==> config.mk <==
export PLATFORM = sky130hd
export DESIGN_NAME = bcd_coordinate_converter_flat
export DESIGN_NICKNAME = d
export VERILOG_FILES = /design/src/rtl/bcd_coordinate_converter_pkg.sv /design/src/rtl/bcd_coordinate_converter_if.sv /design/src/rtl/bcd_coordinate_converter_add3.sv /design/src/rtl/bcd_coordinate_converter.sv /design/src/flat_wrapper.sv
export SDC_FILE = /design/constraint.sdc
export NUM_CORES = 1
export LEC_CHECK = 0
export ABC_CLOCK_PERIOD_IN_PS = 2830
export CAP_MARGIN = 25
export CORE_UTILIZATION = 28
export CTS_CLUSTER_SIZE = 10
export DETAILED_ROUTE_END_ITERATION = 7
export GPL_TIMING_DRIVEN = 1
export SLEW_MARGIN = 20
export SYNTH_ARGS = -nofsm -noshare
export SYNTH_HDL_FRONTEND = slang
export SYNTH_SLANG_ARGS = --single-unit
==> constraint.sdc <==
create_clock -name clk_i -period 2.83 [get_ports clk_i]
set_input_delay 0.566 -clock clk_i [delete_from_list [all_inputs] [get_ports clk_i]]
set_output_delay 0.566 -clock clk_i [all_outputs]
set_load 0.05 [all_outputs]
==> src/rtl/bcd_coordinate_converter_pkg.sv <==
// Shared types and constants for the coordinate/score BCD converter.
package coord_disp_pkg;

    typedef enum logic [1:0] {
        S_IDLE  = 2'd0,
        S_SHIFT = 2'd1,
        S_DONE  = 2'd2
    } state_e;

    localparam int         BCD_W    = 4;
    localparam logic [3:0] BCD_NINE = 4'h9;

    // 10**n, wide enough for DIGITS up to 10; used for the overflow limit.
    function automatic logic [63:0] pow10(input int n);
        logic [63:0] r;
        r = 64'd1;
        for (int i = 0; i < n; i++) begin
            r = r * 64'd10;
        end
        return r;
    endfunction

endpackage

==> src/rtl/bcd_coordinate_converter_if.sv <==
// Bus between a binary value source and the BCD converter.
// Handshake: a value is accepted on a rising edge where in_valid and in_ready
// are both high; out_valid is a single-cycle pulse with no back-pressure, and
// bcd_out/overflow/blank_mask stay stable until the next pulse.
interface bcd_coordinate_converter_if #(
    parameter int BIN_W  = 12,
    parameter int DIGITS = 4
);
    logic                  in_valid;
    logic                  in_ready;
    logic [BIN_W-1:0]      binary_in;
    logic                  out_valid;
    logic [4*DIGITS-1:0]   bcd_out;
    logic                  overflow;
    logic [DIGITS-1:0]     blank_mask;

    modport master (
        output in_valid, binary_in,
        input  in_ready, out_valid, bcd_out, overflow, blank_mask
    );

    modport slave (
        input  in_valid, binary_in,
        output in_ready, out_valid, bcd_out, overflow, blank_mask
    );
endinterface

==> src/rtl/bcd_coordinate_converter_add3.sv <==
// Double-dabble digit correction: a nibble of 5 or more gets +3 so the
// following left shift carries correctly into the next decimal digit.
module bcd_add3_nibble (
    input  logic [3:0] nib_i,
    output logic [3:0] nib_o
);
    // Combinational add-3 correction.
    always_comb begin
        nib_o = (nib_i >= 4'd5) ? (nib_i + 4'd3) : nib_i;
    end
endmodule

==> src/rtl/bcd_coordinate_converter.sv <==
// Iterative binary-to-BCD converter (double dabble, one bit per clock).
// Optional leading-zero blanking is enabled by defining BCD_LEADING_ZERO_BLANK_EN;
// without it blank_mask is held at zero.
module bcd_coordinate_converter
    import coord_disp_pkg::*;
#(
    parameter int BIN_W  = 12,
    parameter int DIGITS = 4
) (
    input  logic   clk_i,
    input  logic   rst_i,
    bcd_coordinate_converter_if.slave cv_if,
    output state_e dbg_state_o
);
    localparam int          SCR_W     = BCD_W * DIGITS + BCD_W;  // one guard nibble
    localparam int          CNT_W     = $clog2(BIN_W) + 1;
    localparam logic [63:0] OVF_LIMIT = pow10(DIGITS);

    state_e                state_q, state_d;
    logic [BIN_W-1:0]      shreg_q, shreg_d, shreg_sh;
    logic [SCR_W-1:0]      scratch_q, scratch_d, scratch_adj, scratch_sh;
    logic [CNT_W-1:0]      cnt_q, cnt_d;
    logic                  ovf_q, ovf_d;
    logic [4*DIGITS-1:0]   bcd_q, bcd_d;
    logic                  ovf_out_q, ovf_out_d;
    logic [DIGITS-1:0]     mask_q, mask_d, mask_calc;
    logic                  in_ready;
    logic                  out_valid;

    // Add-3 correction on every scratch nibble, guard nibble included.
    for (genvar g = 0; g < DIGITS + 1; g++) begin : g_add3
        bcd_add3_nibble u_add3 (
            .nib_i (scratch_q[g*BCD_W +: BCD_W]),
            .nib_o (scratch_adj[g*BCD_W +: BCD_W])
        );
    end

    // One double-dabble step: corrected scratch and shift register move left as one vector.
    always_comb begin
        {scratch_sh, shreg_sh} = {scratch_adj, shreg_q} << 1;
    end

`ifdef BCD_LEADING_ZERO_BLANK_EN
    // Blank every digit above the highest nonzero one; digit 0 is always shown.
    always_comb begin
        logic seen_nz;
        seen_nz   = 1'b0;
        mask_calc = '0;
        for (int i = DIGITS - 1; i >= 1; i--) begin
            if (scratch_sh[i*BCD_W +: BCD_W] != 4'd0) begin
                seen_nz = 1'b1;
            end
            mask_calc[i] = ~seen_nz;
        end
    end
`else
    // Blanking disabled: no digit is ever suppressed.
    always_comb begin
        mask_calc = '0;
    end
`endif

    // FSM state register.
    always_ff @(posedge clk_i) begin
        if (rst_i) begin
            state_q <= S_IDLE;
        end else begin
            state_q <= state_d;
        end
    end

    // Next-state, datapath next values and handshake outputs.
    always_comb begin
        state_d   = state_q;
        shreg_d   = shreg_q;
        scratch_d = scratch_q;
        cnt_d     = cnt_q;
        ovf_d     = ovf_q;
        bcd_d     = bcd_q;
        ovf_out_d = ovf_out_q;
        mask_d    = mask_q;
        in_ready  = 1'b0;
        out_valid = 1'b0;
        case (state_q)
            S_IDLE: begin
                in_ready = 1'b1;
                if (cv_if.in_valid) begin
                    state_d   = S_SHIFT;
                    shreg_d   = cv_if.binary_in;
                    scratch_d = '0;
                    cnt_d     = CNT_W'(BIN_W - 1);
                    ovf_d     = (64'(cv_if.binary_in) >= OVF_LIMIT);
                end
            end
            S_SHIFT: begin
                scratch_d = scratch_sh;
                shreg_d   = shreg_sh;
                cnt_d     = cnt_q - CNT_W'(1);
                if (cnt_q == '0) begin
                    // Last shift: publish the result as DONE is entered.
                    state_d   = S_DONE;
                    ovf_out_d = ovf_q;
                    bcd_d     = ovf_q ? {DIGITS{BCD_NINE}} : scratch_sh[4*DIGITS-1:0];
                    mask_d    = ovf_q ? '0 : mask_calc;
                end
            end
            S_DONE: begin
                out_valid = 1'b1;
                state_d   = S_IDLE;
            end
            default: begin
                state_d = S_IDLE;
            end
        endcase
    end

    // Datapath and result registers; reset aborts any conversion in flight.
    always_ff @(posedge clk_i) begin
        if (rst_i) begin
            shreg_q   <= '0;
            scratch_q <= '0;
            cnt_q     <= '0;
            ovf_q     <= 1'b0;
            bcd_q     <= '0;
            ovf_out_q <= 1'b0;
            mask_q    <= '0;
        end else begin
            shreg_q   <= shreg_d;
            scratch_q <= scratch_d;
            cnt_q     <= cnt_d;
            ovf_q     <= ovf_d;
            bcd_q     <= bcd_d;
            ovf_out_q <= ovf_out_d;
            mask_q    <= mask_d;
        end
    end

    assign cv_if.in_ready   = in_ready;
    assign cv_if.out_valid  = out_valid;
    assign cv_if.bcd_out    = bcd_q;
    assign cv_if.overflow   = ovf_out_q;
    assign cv_if.blank_mask = mask_q;
    assign dbg_state_o      = state_q;

endmodule

==> src/flat_wrapper.sv <==
// flat-port wrapper written by rule: the top's interface ports become plain ports
module bcd_coordinate_converter_flat import coord_disp_pkg::*;
#(
    parameter int BIN_W  = 12,
    parameter int DIGITS = 4
)
  (clk_i, rst_i, dbg_state_o, cv_if_in_valid, cv_if_binary_in, cv_if_in_ready, cv_if_out_valid, cv_if_bcd_out, cv_if_overflow, cv_if_blank_mask);
  bcd_coordinate_converter_if #(.BIN_W(BIN_W), .DIGITS(DIGITS)) cv_if_i ();
  input  logic clk_i;
  input  logic rst_i;
  output state_e dbg_state_o;
  input wire logic [$bits(cv_if_i.in_valid)-1:0] cv_if_in_valid;
  input wire logic [$bits(cv_if_i.binary_in)-1:0] cv_if_binary_in;
  output wire logic [$bits(cv_if_i.in_ready)-1:0] cv_if_in_ready;
  output wire logic [$bits(cv_if_i.out_valid)-1:0] cv_if_out_valid;
  output wire logic [$bits(cv_if_i.bcd_out)-1:0] cv_if_bcd_out;
  output wire logic [$bits(cv_if_i.overflow)-1:0] cv_if_overflow;
  output wire logic [$bits(cv_if_i.blank_mask)-1:0] cv_if_blank_mask;
  assign cv_if_i.in_valid = cv_if_in_valid;
  assign cv_if_i.binary_in = cv_if_binary_in;
  assign cv_if_in_ready = cv_if_i.in_ready;
  assign cv_if_out_valid = cv_if_i.out_valid;
  assign cv_if_bcd_out = cv_if_i.bcd_out;
  assign cv_if_overflow = cv_if_i.overflow;
  assign cv_if_blank_mask = cv_if_i.blank_mask;
  bcd_coordinate_converter #(.BIN_W(BIN_W), .DIGITS(DIGITS)) u_core (.clk_i(clk_i), .rst_i(rst_i), .cv_if(cv_if_i), .dbg_state_o(dbg_state_o));
endmodule
==> results.json <==
{
  "grt.overflow.total": 0,
  "core_sq_mm": 0.008341,
  "crit_required_ps": 2260,
  "cts_hold_buf": 0,
  "yosysUniqueCellTypes": 36,
  "grt_pass1_wl_um": 9321,
  "fin_setup_tns_ps": 0,
  "fin_hold_ws_ps": 470.8,
  "hpwlAfterDp_um": 3933,
  "worst_slew_pin_slew_ps": 740.1,
  "dp.cells": 399,
  "drtIter0Drc": 93,
  "ant_nets": 0,
  "clock_skew_ps": 11.54,
  "ios": 40,
  "yosys_register_bits": 51,
  "netlist_instances": 270,
  "ys_warn_count": 0,
  "cts_sinks": 51,
  "grt_util_all_layers_pct": 13.08,
  "antenna_found_initial": 0,
  "power_uw": 1612,
  "portBuffers": 34,
  "crit_path_max_fanout": 4,
  "fin_nets": 325,
  "period_needed_ps": 2271,
  "peakVddDrop_mv": 0.1958,
  "drt_first_pass_iters": 4,
  "rsz0062_at_grt": "no",
  "crit_path_end_kind": "output port",
  "via_per_inst": 4.850,
  "crit_arrival_ps": 1700,
  "avgSynthCellArea_sq_um": 9.106,
  "syn_to_final_growth_pct": 22.65,
  "post-cts-setup-buffer-count": 0,
  "dieArea_sq_mm": 0.009159,
  "setup_violations": 0,
  "wl_per_cell_um": 13.33,
  "first_global_vias": 1933,
  "yosys.area.top_type_share_pct": 41.53,
  "die_h_um": 95.71,
  "routed-via-count": 1974,
  "clk_pin_slew_ps": 100,
  "cts_made_buffers": 5,
  "clockRootBuffer": "clkbuf_8",
  "post_dp_cell_area_sq_mm": 0.002903,
  "die_w_um": 95.71,
  "drive_above_1_share_pct": 13.58,
  "yosysTopAreaCell": "dfxtp_1",
  "syn_area_sq_mm": 0.002459,
  "max_freq_mhz": 440.3,
  "totalWireLength_um": 5425,
  "gp_congestion": 0.7428,
  "fin_crit_sh_pct": 80.25,
  "drv_cap": 0,
  "final_area_sq_mm": 0.003015,
  "num_rows": 33,
  "relSlewSlack_pct": 50.48,
  "clk_path_buf_depth": 2,
  "start_util_pct": 29.48,
  "ys_seq_area_share_pct": 41.53,
  "synth.area.top_cells": "dfxtp_1 42%, a21oi_1 5.7%, o221a_2 5.0%, ha_1 4.6%, nor2_1 4.3%",
  "cts_tree": "done",
  "power.density_mw_per_mm2": 534.7,
  "finalHoldViolCount": 0,
  "critPathKind": "register to output port",
  "clk-insertion-delay-late_ps": 310,
  "startpoint_type": "register",
  "stdcell_count": 407,
  "run_status": "completed",
  "htreeDepth": 2,
  "final_max_slew_viol_count": 0,
  "grt_max_degree": 31,
  "drc": 0,
  "p_leak_uw": 0.001074,
  "min_path_type": "register to register",
  "cts-resized-gates": 0,
  "n_antenna_cell": 0
}
sequential cells by signal (all words and copies together), names as in the netlist:
signal	cells
u_core.cnt_q	5
u_core.cv_if.bcd_out	16
u_core.dbg_state_o	2
u_core.scratch_q	16
u_core.shreg_q	12
final cells by class:
| type | count | area (sq um) |
|---|---|---|
| clock buffers | 5 | 68.82 |
| clock inverters | 3 | 43.79 |
| fillers | 849 | 5325 |
| inverters | 13 | 53.80 |
| multi-input cells | 188 | 1284 |
| flip-flops and latches | 51 | 1021 |
| well taps | 105 | 131.4 |
| repair buffers | 42 | 412.9 |
worst max-delay path: stages, from the launching register on:
cell and delay, ps:
dfxtp_1 430, nor2b_1 160, clkdlybuf4s50_1 810
layer usage:
layer  global-route usage [%]  share of wire [%]  up-vias
met4                    4.104                1.5        0
met2                    21.31                 45       25
met1                    17.85                 51      934
met5                        0                  0        -
met3                    1.817                2.0        6
li1                         -                  -     1009
path summary, 6_finish.rpt:
kind	from	cells after the start	endpoint	slack (ps)
hold / removal	u_core.cnt_q[4]$_SDFFE_PP0P_	2	u_core.cnt_q[4]$_SDFFE_PP0P_	470
setup / recovery	u_core.dbg_state_o[1]$_SDFFE_PP0P_	2	cv_if_out_valid	560
setup reg to reg	u_core.cnt_q[0]$_SDFFE_PP0P_	7	u_core.cv_if.bcd_out[11]$_SDFFE_PP0P_	840
hold reg to reg	u_core.cnt_q[4]$_SDFFE_PP0P_	2	u_core.cnt_q[4]$_SDFFE_PP0P_	470
cell usage after synthesis, drive strengths merged:
cell and instances:
buf 10, mux2i 4, nand3b 2, ha 9, conb 1, a22o 3, a22oi 1, or2 1
o2bb2ai 11, o221a 11, a21oi 28, dfxtp 51, nor2b 13, nand2b 7, nand3 4, nor3 7
or4 1, clkbuf 12, nor2 28, mux2 1, a21o 2, o21ai 10, or3b 1, xnor2 4
o22ai 5, nor3b 9, nand2 11, a211oi 9, inv 12, a221oi 1, clkinv 1
placed cells by master (no fill, tap or decap), drive strengths merged, types with 2 or more instances in the layout:
master / n
dfxtp: 51
clkdlybuf4s50: 34
nor2: 28
a21oi: 28
nor2b: 13
inv: 12
o221a: 11
nand2: 11
o2bb2ai: 11
o21ai: 10
nor3b: 9
a211oi: 9
ha: 9
buf: 8
nand2b: 7
nor3: 7
o22ai: 5
conb: 5
clkbuf: 5
xnor2: 4
mux2i: 4
nand3: 4
a22o: 3
clkinv: 3
nand3b: 2
a21o: 2
kinds of logic (layout without fill, tap and decap cells):
| kind of cell | after synthesis | in the layout | share of synthesized area, % |
|---|---|---|---|
| multiplexers | 5 | 5 | 2.087 |
| AND/OR/NAND/NOR | 84 | 84 | 18.27 |
| flip-flops | 51 | 51 | 41.53 |
| AO/OA/AOI/OAI | 81 | 81 | 25.09 |
| adder cells (fa/ha/maj) | 9 | 9 | 4.580 |
| XOR/XNOR | 4 | 4 | 1.425 |
| buffers and inverters | 35 | 63 | 6.870 |
| other | 1 | 5 | 0.1525 |
through the flow:
stage	util, %	setup slack [ps]
floorplan	-	236.2
global placement	34.80	709.1
detailed placement	34.80	700.0
CTS	36.15	537.6
global route	36.15	506.6
finish	36.15	559.0
where the power goes:
group | internal [uW] | switching, uW | leakage, uW
registers | 759 | 27.1 | 0.000416
clock network | 264 | 244 | 0.0000581
logic | 128 | 191 | 0.000600
total | 1150 | 462 | 0.00107
Note: power is estimated with default switching activity, not from simulation.
